$ cat src/rtl/rv32i_ctrl_pkg.sv
// Shared encodings for the RV32I multi-cycle controller: opcodes, FSM states,
// halt causes and the instruction classes produced by the opcode classifier.
package rv32i_ctrl_pkg;

    localparam logic [6:0] OPC_OP       = 7'b0110011;
    localparam logic [6:0] OPC_OP_IMM   = 7'b0010011;
    localparam logic [6:0] OPC_LOAD     = 7'b0000011;
    localparam logic [6:0] OPC_STORE    = 7'b0100011;
    localparam logic [6:0] OPC_BRANCH   = 7'b1100011;
    localparam logic [6:0] OPC_JAL      = 7'b1101111;
    localparam logic [6:0] OPC_JALR     = 7'b1100111;
    localparam logic [6:0] OPC_LUI      = 7'b0110111;
    localparam logic [6:0] OPC_AUIPC    = 7'b0010111;
    localparam logic [6:0] OPC_MISC_MEM = 7'b0001111;
    localparam logic [6:0] OPC_SYSTEM   = 7'b1110011;

    typedef enum logic [2:0] {
        ST_IDLE      = 3'd0,
        ST_FETCH     = 3'd1,
        ST_DECODE    = 3'd2,
        ST_EXECUTE   = 3'd3,
        ST_MEMORY    = 3'd4,
        ST_WRITEBACK = 3'd5,
        ST_HALT      = 3'd6
    } state_t;

    typedef enum logic [1:0] {
        CAUSE_NONE    = 2'd0,
        CAUSE_ECALL   = 2'd1,
        CAUSE_ILLEGAL = 2'd2,
        CAUSE_TIMEOUT = 2'd3
    } halt_cause_t;

    typedef enum logic [3:0] {
        CLS_R       = 4'd0,
        CLS_I_ALU   = 4'd1,
        CLS_LOAD    = 4'd2,
        CLS_STORE   = 4'd3,
        CLS_BRANCH  = 4'd4,
        CLS_JAL     = 4'd5,
        CLS_JALR    = 4'd6,
        CLS_LUI     = 4'd7,
        CLS_AUIPC   = 4'd8,
        CLS_FENCE   = 4'd9,
        CLS_SYSTEM  = 4'd10,
        CLS_ILLEGAL = 4'd11
    } instr_class_t;

endpackage

$ cat src/rtl/rv32i_opcode_classifier.sv
// Combinational decode of the IR into an instruction class, an illegal flag and
// whether the instruction writes a non-zero destination register.
module rv32i_opcode_classifier
    import rv32i_ctrl_pkg::*;
(
    input  logic [31:0]  ir,
    output instr_class_t cls,
    output logic         illegal,
    output logic         writes_rd
);

    // Only ECALL/EBREAK (funct3 = 000) are accepted from the SYSTEM space.
    always_comb begin
        cls = CLS_ILLEGAL;
        case (ir[6:0])
            OPC_OP:       cls = CLS_R;
            OPC_OP_IMM:   cls = CLS_I_ALU;
            OPC_LOAD:     cls = CLS_LOAD;
            OPC_STORE:    cls = CLS_STORE;
            OPC_BRANCH:   cls = CLS_BRANCH;
            OPC_JAL:      cls = CLS_JAL;
            OPC_JALR:     cls = CLS_JALR;
            OPC_LUI:      cls = CLS_LUI;
            OPC_AUIPC:    cls = CLS_AUIPC;
            OPC_MISC_MEM: cls = CLS_FENCE;
            OPC_SYSTEM:   cls = (ir[14:12] == 3'b000) ? CLS_SYSTEM : CLS_ILLEGAL;
            default:      cls = CLS_ILLEGAL;
        endcase
    end

    assign illegal = (cls == CLS_ILLEGAL);

    // Destination-writing classes, suppressed when rd is x0.
    always_comb begin
        writes_rd = 1'b0;
        case (cls)
            CLS_R, CLS_I_ALU, CLS_LOAD, CLS_JAL, CLS_JALR, CLS_LUI, CLS_AUIPC:
                writes_rd = (ir[11:7] != 5'd0);
            default:
                writes_rd = 1'b0;
        endcase
    end

endmodule

$ cat src/rtl/rv32i_multicycle_controller.sv
// Multi-cycle RV32I sequencer: IF -> ID -> EX -> (MEM) -> WB with memory
// handshakes, ready timeouts, sticky halt and a retired-instruction counter.
module rv32i_multicycle_controller
    import rv32i_ctrl_pkg::*;
#(
    parameter int CNT_W    = 32,
    parameter int WAIT_MAX = 255
) (
    input  logic             clk,
    input  logic             rst,
    input  logic             start,
    input  logic [31:0]      ir,
    output logic             imem_req,
    input  logic             imem_ready,
    output logic             dmem_req,
    output logic             dmem_we,
    input  logic             dmem_ready,
    output logic             if_en,
    output logic             id_en,
    output logic             ex_en,
    output logic             mem_en,
    output logic             wb_en,
    output logic             pc_we,
    output logic             rf_we,
    output logic             halted,
    output logic [1:0]       halt_cause,
    output logic [CNT_W-1:0] instret,
    output logic [2:0]       state
);

    localparam int            WW        = $clog2(WAIT_MAX + 1);
    localparam logic [WW-1:0] WAIT_LAST = WW'(WAIT_MAX - 1);

    state_t         state_r, state_next_s;
    halt_cause_t    cause_r, cause_next_s;
    logic [WW-1:0]  wait_cnt_r;
    logic [CNT_W-1:0] instret_r;
    instr_class_t   cls_s;
    logic           illegal_s, writes_rd_s;

    rv32i_opcode_classifier u_classifier (
        .ir        (ir),
        .cls       (cls_s),
        .illegal   (illegal_s),
        .writes_rd (writes_rd_s)
    );

    // State register.
    always_ff @(posedge clk) begin
        if (!rst) begin
            state_r <= ST_IDLE;
        end else begin
            state_r <= state_next_s;
        end
    end

    // Next-state and halt-cause selection.
    always_comb begin
        state_next_s = state_r;
        cause_next_s = CAUSE_NONE;
        case (state_r)
            ST_IDLE:      state_next_s = start ? ST_FETCH : ST_IDLE;
            ST_FETCH: begin
                if (imem_ready) begin
                    state_next_s = ST_DECODE;
                end else if (wait_cnt_r == WAIT_LAST) begin
                    state_next_s = ST_HALT;
                    cause_next_s = CAUSE_TIMEOUT;
                end else begin
                    state_next_s = ST_FETCH;
                end
            end
            ST_DECODE: begin
                if (illegal_s) begin
                    state_next_s = ST_HALT;
                    cause_next_s = CAUSE_ILLEGAL;
                end else if (cls_s == CLS_SYSTEM) begin
                    state_next_s = ST_HALT;
                    cause_next_s = CAUSE_ECALL;
                end else begin
                    state_next_s = ST_EXECUTE;
                end
            end
            ST_EXECUTE:   state_next_s = (cls_s == CLS_LOAD || cls_s == CLS_STORE)
                                         ? ST_MEMORY : ST_WRITEBACK;
            ST_MEMORY: begin
                if (dmem_ready) begin
                    state_next_s = ST_WRITEBACK;
                end else if (wait_cnt_r == WAIT_LAST) begin
                    state_next_s = ST_HALT;
                    cause_next_s = CAUSE_TIMEOUT;
                end else begin
                    state_next_s = ST_MEMORY;
                end
            end
            ST_WRITEBACK: state_next_s = ST_FETCH;
            ST_HALT:      state_next_s = ST_HALT;
            default:      state_next_s = ST_IDLE;
        endcase
    end

    // Wait counter, halt cause capture and retired-instruction count.
    always_ff @(posedge clk) begin
        if (!rst) begin
            wait_cnt_r <= '0;
            cause_r    <= CAUSE_NONE;
            instret_r  <= '0;
        end else begin
            if ((state_r == ST_FETCH || state_r == ST_MEMORY) && state_next_s == state_r) begin
                wait_cnt_r <= wait_cnt_r + WW'(1);
            end else begin
                wait_cnt_r <= '0;
            end
            if (state_r != ST_HALT && state_next_s == ST_HALT) begin
                cause_r <= cause_next_s;
            end else begin
                cause_r <= cause_r;
            end
            if (state_r == ST_WRITEBACK) begin
                instret_r <= instret_r + CNT_W'(1);
            end else begin
                instret_r <= instret_r;
            end
        end
    end

    // Enables and requests; fetch and memory strobes follow ready in the same cycle.
    always_comb begin
        imem_req = 1'b0;
        dmem_req = 1'b0;
        dmem_we  = 1'b0;
        if_en    = 1'b0;
        id_en    = 1'b0;
        ex_en    = 1'b0;
        mem_en   = 1'b0;
        wb_en    = 1'b0;
        pc_we    = 1'b0;
        rf_we    = 1'b0;
        halted   = 1'b0;
        case (state_r)
            ST_FETCH: begin
                imem_req = 1'b1;
                if_en    = imem_ready;
            end
            ST_DECODE:  id_en = 1'b1;
            ST_EXECUTE: ex_en = 1'b1;
            ST_MEMORY: begin
                dmem_req = 1'b1;
                dmem_we  = (cls_s == CLS_STORE);
                mem_en   = dmem_ready;
            end
            ST_WRITEBACK: begin
                wb_en = 1'b1;
                pc_we = 1'b1;
                rf_we = writes_rd_s;
            end
            ST_HALT:  halted = 1'b1;
            default:  halted = 1'b0;
        endcase
    end

    assign halt_cause = cause_r;
    assign instret    = instret_r;
    assign state      = state_r;

endmodule

$ cat config.mk
export PLATFORM = sky130hd
export DESIGN_NAME = rv32i_multicycle_controller
export DESIGN_NICKNAME = d
export VERILOG_FILES = /design/src/rtl/rv32i_ctrl_pkg.sv /design/src/rtl/rv32i_opcode_classifier.sv /design/src/rtl/rv32i_multicycle_controller.sv
export SDC_FILE = /design/constraint.sdc
export NUM_CORES = 1
export LEC_CHECK = 0
export CORE_MARGIN = 1.5
export CORE_UTILIZATION = 40
export DETAILED_ROUTE_END_ITERATION = 6
export DONT_BUFFER_PORTS = 1
export GPL_TIMING_DRIVEN = 1
export HOLD_SLACK_MARGIN = 0.06
export PLACE_DENSITY = 0.58
export SYNTH_ARGS = -nofsm -noshare
export SYNTH_HDL_FRONTEND = slang
export SYNTH_SLANG_ARGS = --single-unit
$ cat constraint.sdc
create_clock -name clk -period 3.1 [get_ports clk]
set_input_delay 0.93 -clock clk [delete_from_list [all_inputs] [get_ports clk]]
set_output_delay 0.93 -clock clk [all_outputs]
set_load 0.02 [all_outputs]
# Word-level counts from Yosys, hierarchy flattened

Index checks and enable logic that the tools add are counted.
Widths: inputs -> output; s select.

Input port bits: 37
Output and inout bits: 48
Flip-flop bits (word level): 45

Equal/unequal tests: 30
Muxes and demuxes: 28
Reductions and logical operators: 10
Add/sub/neg operators: 2

Operator list:

| kind                  | count |
|---|---|
| $pmux 4 s11           | 1 |
| $add 32x1->32 const B | 1 |
| $eq 7x7->1 const B    | 4 |
| $eq 7x6->1 const B    | 3 |
| $pmux 3 s7            | 1 |
| $mux 1                | 15 |
| $eq 7x5->1 const B    | 2 |
| $eq 3x3->1 const B    | 4 |
| $eq 4x3->1 const B    | 3 |
| $eq 4x4->1 const B    | 3 |
| $mux 2                | 6 |
| $mux 3                | 4 |
| $add 8x1->8 const B   | 1 |
| $eq 4x2->1 const B    | 2 |
| $eq 8x8->1 const B    | 1 |
| $eq 7x2->1 const B    | 1 |
| $eq 7x4->1 const B    | 1 |
| $reduce_or 7->1       | 1 |
| $eq 3x2->1 const B    | 2 |
| $logic_not 3->1       | 2 |
| $pmux 2 s3            | 1 |
| $reduce_bool 5->1     | 1 |
| $eq 4x1->1 const B    | 1 |
| $logic_not 4->1       | 1 |
| other kinds (6)       | 8 |

# Depth between registers and ports, before layout

Gate-level depths: netlist of the first run.

Depth in word-level cells: 10
Mapped depth: 8

# Modules after synthesis

Synthesis of the first run repeated with hierarchy kept, for this count alone.

Cell total of the unflattened synthesis: 316
Area total of the unflattened synthesis: 2,640.0 um^2

By module, submodules not included:

| module                      | times used | seq. area each (um^2) | area each (um^2) | cells each |
|---|---|---|---|---|
| rv32i_multicycle_controller | 1          | 900.9                 | 2,311.0          | 262 |
| rv32i_opcode_classifier     | 1          | 0.0                   | 329.1            | 54 |

# Worst setup path after synthesis of the first run

OpenSTA, ideal clock, no wires.

Path kind: in2out
Start point: in ir[2]
End point: out rf_we
Data arrival time: 2.717 ns
Path slack: -0.547 ns
Data required time: 2.170 ns
Buffers on the path: 1
Stages on the path: 6
Path through: clkbuf_1 -> nor2b_1 -> or4_1 -> a21o_1 -> and3_1 -> nor4b_1

Cells in the longest elaborated chain, start to end: 6
Elaborated cells between the ends (all ways): 22
Classes of those cells: eq/ne (17); mux (3); reduce/logical (2)

RTL lines:

| item                               | RTL line                           | RTL |
|---|---|---|
| start: declaration                 | rv32i_multicycle_controller.sv:12  | `input logic [31:0] ir,` |
| $eq 7x7->1 (tied with other cells) | rv32i_opcode_classifier.sv:15      | `case (ir[6:0])` |
| $pmux 4 s11 *                      | rv32i_opcode_classifier.sv:15      |  |
| $eq 4x2->1 (tied with other cells) | rv32i_opcode_classifier.sv:36      | `case (cls)` |
| $reduce_or 7->1 *                  | rv32i_opcode_classifier.sv:36      |  |
| $mux 1 *                           | rv32i_opcode_classifier.sv:36      |  |
| $mux 1 *                           | rv32i_multicycle_controller.sv:140 | `case (state_r)` |
| end: declaration                   | rv32i_multicycle_controller.sv:24  | `output logic rf_we,` |

Mark *: on every way between the ends. The rest lies on a longest branch, timed or not.

# Worst setup path in the final report of the first run

Ends and elaborated chain as after synthesis.

==> out/metrics.json, run 1 <==
{
  "syn-num-nets": 352,
  "drt_pre_antenna_iters": 4,
  "crit_path_start": "ir[2]",
  "synth_top_cell_by_area": "sky130_fd_sc_hd__dfxtp_1",
  "async_reset_ff_share_pct": 0,
  "finalSetupViolCount": 2,
  "multi_input_comb_area_um2": 1630,
  "row_count": 29,
  "clock_tree.htree_level_count": 2,
  "final_period_minus_worst_setup_slack_ns": 3.16,
  "power_leakage_uw": 0.00109,
  "wl_final_mm": 5.65,
  "seq_power_share_pct": 55.5,
  "drv.max_cap_violation_count": 0,
  "ys_ff_latch": 45,
  "timing.critical_path.arrival_ns": 2.23,
  "cts_tree": "yes",
  "yosys-mux-area-fraction_pct": 1.54,
  "dpl.cell_count": 384,
  "failing_checks": "setup timing",
  "grt.overflow.total": 0,
  "synth.cell_area_um2": 2590,
  "clockPowerShare_pct": 32.8,
  "critPathTopFamily": "simple AND/OR/NAND/NOR gates",
  "count_of_endpoints_failing_hold_in_the_final_timing_report": 0,
  "synthToLayoutAreaGrowth_pct": 9.31,
  "worst-path-buf-inv": 1,
  "antenna_found_initial": 0,
  "final.period_utilization_pct": 102,
  "cts-buffers-inserted": 5,
  "worstHoldPathType": "register to register",
  "grt_setup_unrepaired": "true",
  "synth_top_family_by_area": "simple AND/OR/NAND/NOR gates",
  "nets": 354,
  "synth-compound-area-share_pct": 13.0,
  "cts.repair_timing.setup_buffer_count": 0,
  "path_clk_slew_ns": 0.08,
  "die-width_um": 83.5,
  "antennaDiodeCount": 0,
  "timing.final.ws_setup_ns": -0.0599,
  "share_of_final_layout_standard_cells_stronger_than_drive_strength_1_pct": 8.89,
  "start_util_pct": 41.1,
  "drt_iter0_drc": 84,
  "first_global_vias": 1967,
  "skew_ns": 0.00441,
  "gr-usage-all-layers_pct": 16.3,
  "num_io_pins": 85,
  "die_outline_area_um2": 6980,
  "slowest_stage": "sky130_fd_sc_hd__or4_1",
  "switching_share_pct": 25.9,
  "ctsLongestPathBuffers": 2,
  "area_used_by_sequential_logic_in_the_layout_um2": 901,
  "routed-via-count": 2178,
  "synth.most_common_cell": "sky130_fd_sc_hd__dfxtp_1",
  "status": "finished, violations left",
  "post_synth_inst_count": 312,
  "netSwitchingPower_uw": 277,
  "post_drt_via_cell_ratio": 5.56,
  "pin_count_of_the_biggest_net_entering_global_routing": 42,
  "synth_edf_count": 0,
  "route.detailed.wl_per_inst_um": 14.4,
  "port_buffers": 0,
  "route.met2.wl_mm": 2.56,
  "crit_path_cell_trace": "nor2b_4, or4_1, a21o_1, and3_4, nor4b_4, buf_4",
  "max-slew-margin-rel_pct": 60.4,
  "internal-power_uw": 793,
  "hold_start": "wait_cnt_r[0]$_SDFF_PN0_",
  "clock_insertion_delay_at_the_later_pin_of_the_skew_report_ns": 0.30,
  "top_layer_used": "met4",
  "regToRegStartpoint": "instret[4]$_SDFFE_PN0P_",
  "setup.worst_path.end_class": "output port",
  "finalInstanceArea_um2": 2840,
  "timing.critical_path.fanout_max": 11,
  "ys_types": 53,
  "vdd_ir_drop_max_v": 0.000181,
  "detail_route.wirelength.met1_mm": 2.71,
  "overall_die_height_um": 83.5,
  "num-fill-cells": 639,
  "power.density_nw_per_um2": 378,
  "synth_simple_gate_area_share_pct": 34.9,
  "combinationalPowerShare_pct": 11.6,
  "yosysWarningCount": 0,
  "instances_no_fill": 392,
  "synth_commonest_cells": "45 x sky130_fd_sc_hd__dfxtp_1, 28 x sky130_fd_sc_hd__and2_1, 23 x sky130_fd_sc_hd__nand2_1",
  "yosys.area_share.adder_pct": 1.45,
  "sum_of_net_half_perimeters_after_detailed_placement_mm": 4.10,
  "met3WireLength_um": 318,
  "timing_worst_slew_pin_value_ns": 0.578,
  "worst-endpoint-required_ns": 2.17,
  "clkSinkCount": 45,
  "post_synth_xor_area_fraction_pct": 10.1,
  "netlist.area_leader.share_pct": 34.7,
  "drt_drc_violations_left": 0,
  "synth.avg_cell_area_um2": 8.31,
  "wire_length_of_the_first_global_routing_pass_mm": 9.41,
  "setup_cp_type": "input pin to output port",
  "cts_root_buf": "sky130_fd_sc_hd__clkbuf_8",
  "gp_congestion": 0.750,
  "synthFlopType": "sky130_fd_sc_hd__dfxtp_1",
  "cp_slowest_stage_delay_ns": 0.46,
  "fin_max_slew_vios": 0,
  "synth_seq_area_share_pct": 34.7,
  "antenna_violating_nets_post_route": 0,
  "critPathLaunchType": "input pin",
  "max_freq_mhz": 316,
  "coreArea_um2": 6310,
  "netlist_top_cells_area": "sky130_fd_sc_hd__dfxtp_1 35%, sky130_fd_sc_hd__and2_1 6.8%, sky130_fd_sc_hd__xnor2_1 5.1%",
  "total_placed_instance_area_um2": 2740
}
through the flow:
step | total power [µW] | setup WS, ns | util [%] | setup TNS [ns] | hold slack (ns)
6_report | 1070 | -0.0599 | 44.9 | -0.118 | 0.495
5_1_grt | 1130 | -0.138 | 44.9 | -0.227 | 0.564
4_1_cts | 1080 | -0.0853 | 44.9 | -0.164 | 0.499
3_5_place_dp | 732 | -0.120 | 43.3 | -0.214 | 0.480
3_3_place_gp | 731 | -0.129 | 43.3 | -0.226 | 0.476
2_1_floorplan | 715 | -0.113 | - | -0.113 | 0.453
cell families (layout without fill, tap and decap cells):
| kind of cell | after synthesis | count (layout) |
|---|---|---|
| flip-flops | 45 | 45 |
| multiplexers | 4 | 4 |
| AO/OA/AOI/OAI | 46 | 46 |
| buffers and inverters | 27 | 30 |
| XOR/XNOR | 30 | 30 |
| adder cells (fa/ha/maj) | 3 | 3 |
| AND/OR/NAND/NOR | 157 | 157 |
sequential cells by signal, indices dropped and copies added, names as in the netlist:
register,count
state,3
instret,32
wait_cnt_r,8
halt_cause,2
layout by cell type (no fill, tap or decap), types with 3 or more instances in the layout:
cell type                  instances
sky130_fd_sc_hd__nand4_1          10
sky130_fd_sc_hd__or3_1             6
sky130_fd_sc_hd__o21a_1            3
sky130_fd_sc_hd__a21oi_1           4
sky130_fd_sc_hd__nor2b_1           7
sky130_fd_sc_hd__nor4_1            6
sky130_fd_sc_hd__and4_1            6
sky130_fd_sc_hd__nand3_1          17
sky130_fd_sc_hd__inv_1            11
sky130_fd_sc_hd__xor2_1           15
sky130_fd_sc_hd__buf_4            10
sky130_fd_sc_hd__and3_1            3
sky130_fd_sc_hd__nor3_1           10
sky130_fd_sc_hd__dfxtp_1          45
sky130_fd_sc_hd__xnor2_1          15
sky130_fd_sc_hd__and2_1           28
sky130_fd_sc_hd__nand2_1          23
sky130_fd_sc_hd__nand2b_1          7
sky130_fd_sc_hd__nor2_1           20
sky130_fd_sc_hd__mux2i_1           4
sky130_fd_sc_hd__clkbuf_8          5
sky130_fd_sc_hd__a21boi_0          5
sky130_fd_sc_hd__o21ai_0           7
sky130_fd_sc_hd__ha_1              3
power by group through the flow:
stage / registers (µW) / logic [µW] / clock network (µW)
floorplan: 615 / 99.6 / 0
global placement: 609 / 122 / 0
detailed placement: 609 / 123 / 0
CTS: 595 / 124 / 363
global route: 596 / 137 / 394
finish: 595 / 124 / 352
layout make-up:
class	instances	share of cell area (%)
timing repair buffer	11	3.05
inverter	11	1.46
multi-input combinational	240	57.4
clock buffer	6	2.56
tap	77	3.40
sequential	45	31.8
clock inverter	2	0.353
final timing paths:
check | endpoint | slack [ns] | cells past startpoint
worst max-delay path | rf_we | -0.06 | 6
worst min-delay path | wait_cnt_r[0]$_SDFF_PN0_ | 0.50 | 1
worst max register to register | instret[28]$_SDFFE_PN0P_ | 0.87 | 5
worst min register to register | wait_cnt_r[0]$_SDFF_PN0_ | 0.50 | 1
per-layer routing:
layer | vias to the layer above | global-route usage (%)
met2 | 47 | 25.9
met5 | - | 0
met3 | 7 | 5.04
met4 | 0 | 4.92
li1 | 1110 | -
met1 | 1014 | 21.2
repair_timing:
action                                  4_1_cts  5_1_grt
endpoints found under the setup margin        2        2
endpoints found under the hold margin         0        0
hold buffers                                  0        0
resized for setup                             4        0
pin swaps                                     4        1
(Power assumes the default switching activity.)
==> run 2, diff against run 1 <==
--- a/config.mk
+++ b/config.mk
@@ -10,7 +10,7 @@
 export DETAILED_ROUTE_END_ITERATION = 6
 export DONT_BUFFER_PORTS = 1
 export GPL_TIMING_DRIVEN = 1
-export HOLD_SLACK_MARGIN = 0.06
+export HOLD_SLACK_MARGIN = 0.08
 export PLACE_DENSITY = 0.58
 export SYNTH_ARGS = -nofsm -noshare
 export SYNTH_HDL_FRONTEND = slang
==> constraint.sdc (replaced) <==
create_clock -name clk -period 3.1 [get_ports clk]
set_input_delay 0.155 -clock clk [delete_from_list [all_inputs] [get_ports clk]]
set_output_delay 0.155 -clock clk [all_outputs]
set_load 0.02 [all_outputs]
==> out/metrics.json, run 2 (same netlist as run 1, synthesis figures left out) <==
{
  "cts_tree": "yes",
  "cp_slowest_stage_delay_ns": 0.61,
  "crit_path_cell_trace": "nor2b_1, nor2b_1, nand2_1, a21oi_1",
  "combinationalPowerShare_pct": 10.0,
  "wl_final_mm": 5.51,
  "grt.overflow.total": 0,
  "clock_tree.htree_level_count": 2,
  "internal-power_uw": 807,
  "coreArea_um2": 6310,
  "worst-endpoint-required_ns": 2.94,
  "seq_power_share_pct": 56.4,
  "max_freq_mhz": 429,
  "setup_cp_type": "register to output port",
  "port_buffers": 0,
  "slowest_stage": "sky130_fd_sc_hd__dfxtp_1",
  "timing_worst_slew_pin_value_ns": 0.632,
  "power_leakage_uw": 0.00105,
  "report.power.total_uw": 1070,
  "num_io_pins": 85,
  "grt_setup_unrepaired": "false",
  "vdd_ir_drop_max_v": 0.000207,
  "pin_count_of_the_biggest_net_entering_global_routing": 41,
  "share_of_final_layout_standard_cells_stronger_than_drive_strength_1_pct": 5.21,
  "cts.repair_timing.setup_buffer_count": 0,
  "total_placed_instance_area_um2": 2640,
  "status": "completed",
  "start_util_pct": 41.1,
  "fin_max_slew_vios": 0,
  "drv.max_cap_violation_count": 0,
  "overall_die_height_um": 83.5,
  "final.period_utilization_pct": 75.2,
  "cp_common_cell": "sky130_fd_sc_hd__nor2b_1",
  "path_clk_slew_ns": 0.08,
  "timing.critical_path.fanout_max": 10,
  "final_period_minus_worst_setup_slack_ns": 2.33,
  "setup.worst_path.end_class": "output port",
  "route.detailed.wl_per_inst_um": 14.3,
  "drt_iter0_drc": 61,
  "finalInstanceArea_um2": 2750,
  "finalSetupViolCount": 0,
  "critPathLaunchType": "register",
  "die-width_um": 83.5,
  "drt_pre_antenna_iters": 4,
  "largest_register_ffs": 32,
  "antenna_found_initial": 0,
  "sum_of_net_half_perimeters_after_detailed_placement_mm": 3.94,
  "gr-usage-all-layers_pct": 17.0,
  "layout.cells.most_common_list": "45 x sky130_fd_sc_hd__dfxtp_1, 28 x sky130_fd_sc_hd__and2_1, 23 x sky130_fd_sc_hd__nand2_1",
  "wire_length_of_the_first_global_routing_pass_mm": 9.85,
  "netSwitchingPower_uw": 268,
  "gp_congestion": 0.765,
  "worstHoldPathType": "input pin to register",
  "max-slew-margin-rel_pct": 56.8,
  "switching_share_pct": 24.9,
  "cts_root_buf": "sky130_fd_sc_hd__clkbuf_8",
  "skew_ns": 0.00212,
  "die_outline_area_um2": 6980,
  "row_count": 29,
  "routed-via-count": 2149,
  "first_global_vias": 2009,
  "synthToLayoutAreaGrowth_pct": 6.03,
  "ctsLongestPathBuffers": 2,
  "timing.critical_path.arrival_ns": 2.18,
  "post_drt_via_cell_ratio": 5.60,
  "power.density_nw_per_um2": 391,
  "antenna_violating_nets_post_route": 0,
  "clock_insertion_delay_at_the_later_pin_of_the_skew_report_ns": 0.29,
  "cts-buffers-inserted": 5,
  "antennaDiodeCount": 0,
  "totalNegativeSetupSlack_ns": 0,
  "drt_drc_violations_left": 0,
  "clockPowerShare_pct": 33.6,
  "nets": 347,
  "clkSinkCount": 45,
  "final_common_cell": "sky130_fd_sc_hd__dfxtp_1",
  "count_of_endpoints_failing_hold_in_the_final_timing_report": 0
}
## run 2: cell count changes in the layout (fill, tap and decap cells not counted), sizes merged
cell / change
clkinv: -2
clkbuf: +1
buf: -7
## run 2: worst max-delay path: cells and delay by family (launching register included)
kind	cells	cell delay, ns
DFF	1	0.61
and+or+nand+nor	3	0.89
AOI/OAI and AO/OA	1	0.39
## run 2: final timing paths
path                            start                       end  slack [ns]  cells after the start
max reg2reg       state[0]$_SDFF_PN0_  instret[31]$_SDFFE_PN0P_        0.79                      5
min                               rst       state[0]$_SDFF_PN0_        0.18                      2
min reg2reg  wait_cnt_r[0]$_SDFF_PN0_  wait_cnt_r[0]$_SDFF_PN0_        0.50                      1
max               state[2]$_SDFF_PN0_                   dmem_we        0.77                      4
## run 2: stage by stage
stage	instances	setup slack, ns	utilization [%]	hold WS [ns]
2_1_floorplan	312	0.726	-	0.307
3_3_place_gp	376	0.793	41.9	0.282
3_5_place_dp	376	0.784	41.9	0.283
4_1_cts	384	0.731	43.6	0.160
5_1_grt	384	0.573	43.6	0.158
6_report	384	0.768	43.6	0.179
## run 2: timing repair
item	CTS	global route
resized for setup	0	0
hold buffers	1	0
hold endpoints to repair	37	0
## run 2: layer usage
layer  part of all wire [%]  vias to the layer above  GRT usage [%]
met3                    6.2                        6           5.74
met2                     44                       52           27.0
li1                       -                     1099              -
met5                      0                        -              0
met1                     49                      992           22.3
met4                    1.0                        0           4.02
## run 2: final cells by class
class / instances / area (µm²)
fill: 647 / 3560
sequential: 45 / 901
inverter: 11 / 41.3
timing repair buffer: 4 / 42.5
clock buffer: 7 / 86.3
tap: 77 / 96.3
multi-input combinational: 240 / 1580
## run 2: power groups by stage
stage | clock, µW | combinational (µW) | sequential [µW]
detailed placement | 0 | 97.9 | 620
global route | 405 | 122 | 609
CTS | 381 | 108 | 606
floorplan | 0 | 97.6 | 615
finish | 361 | 108 | 606
global placement | 0 | 98.0 | 620
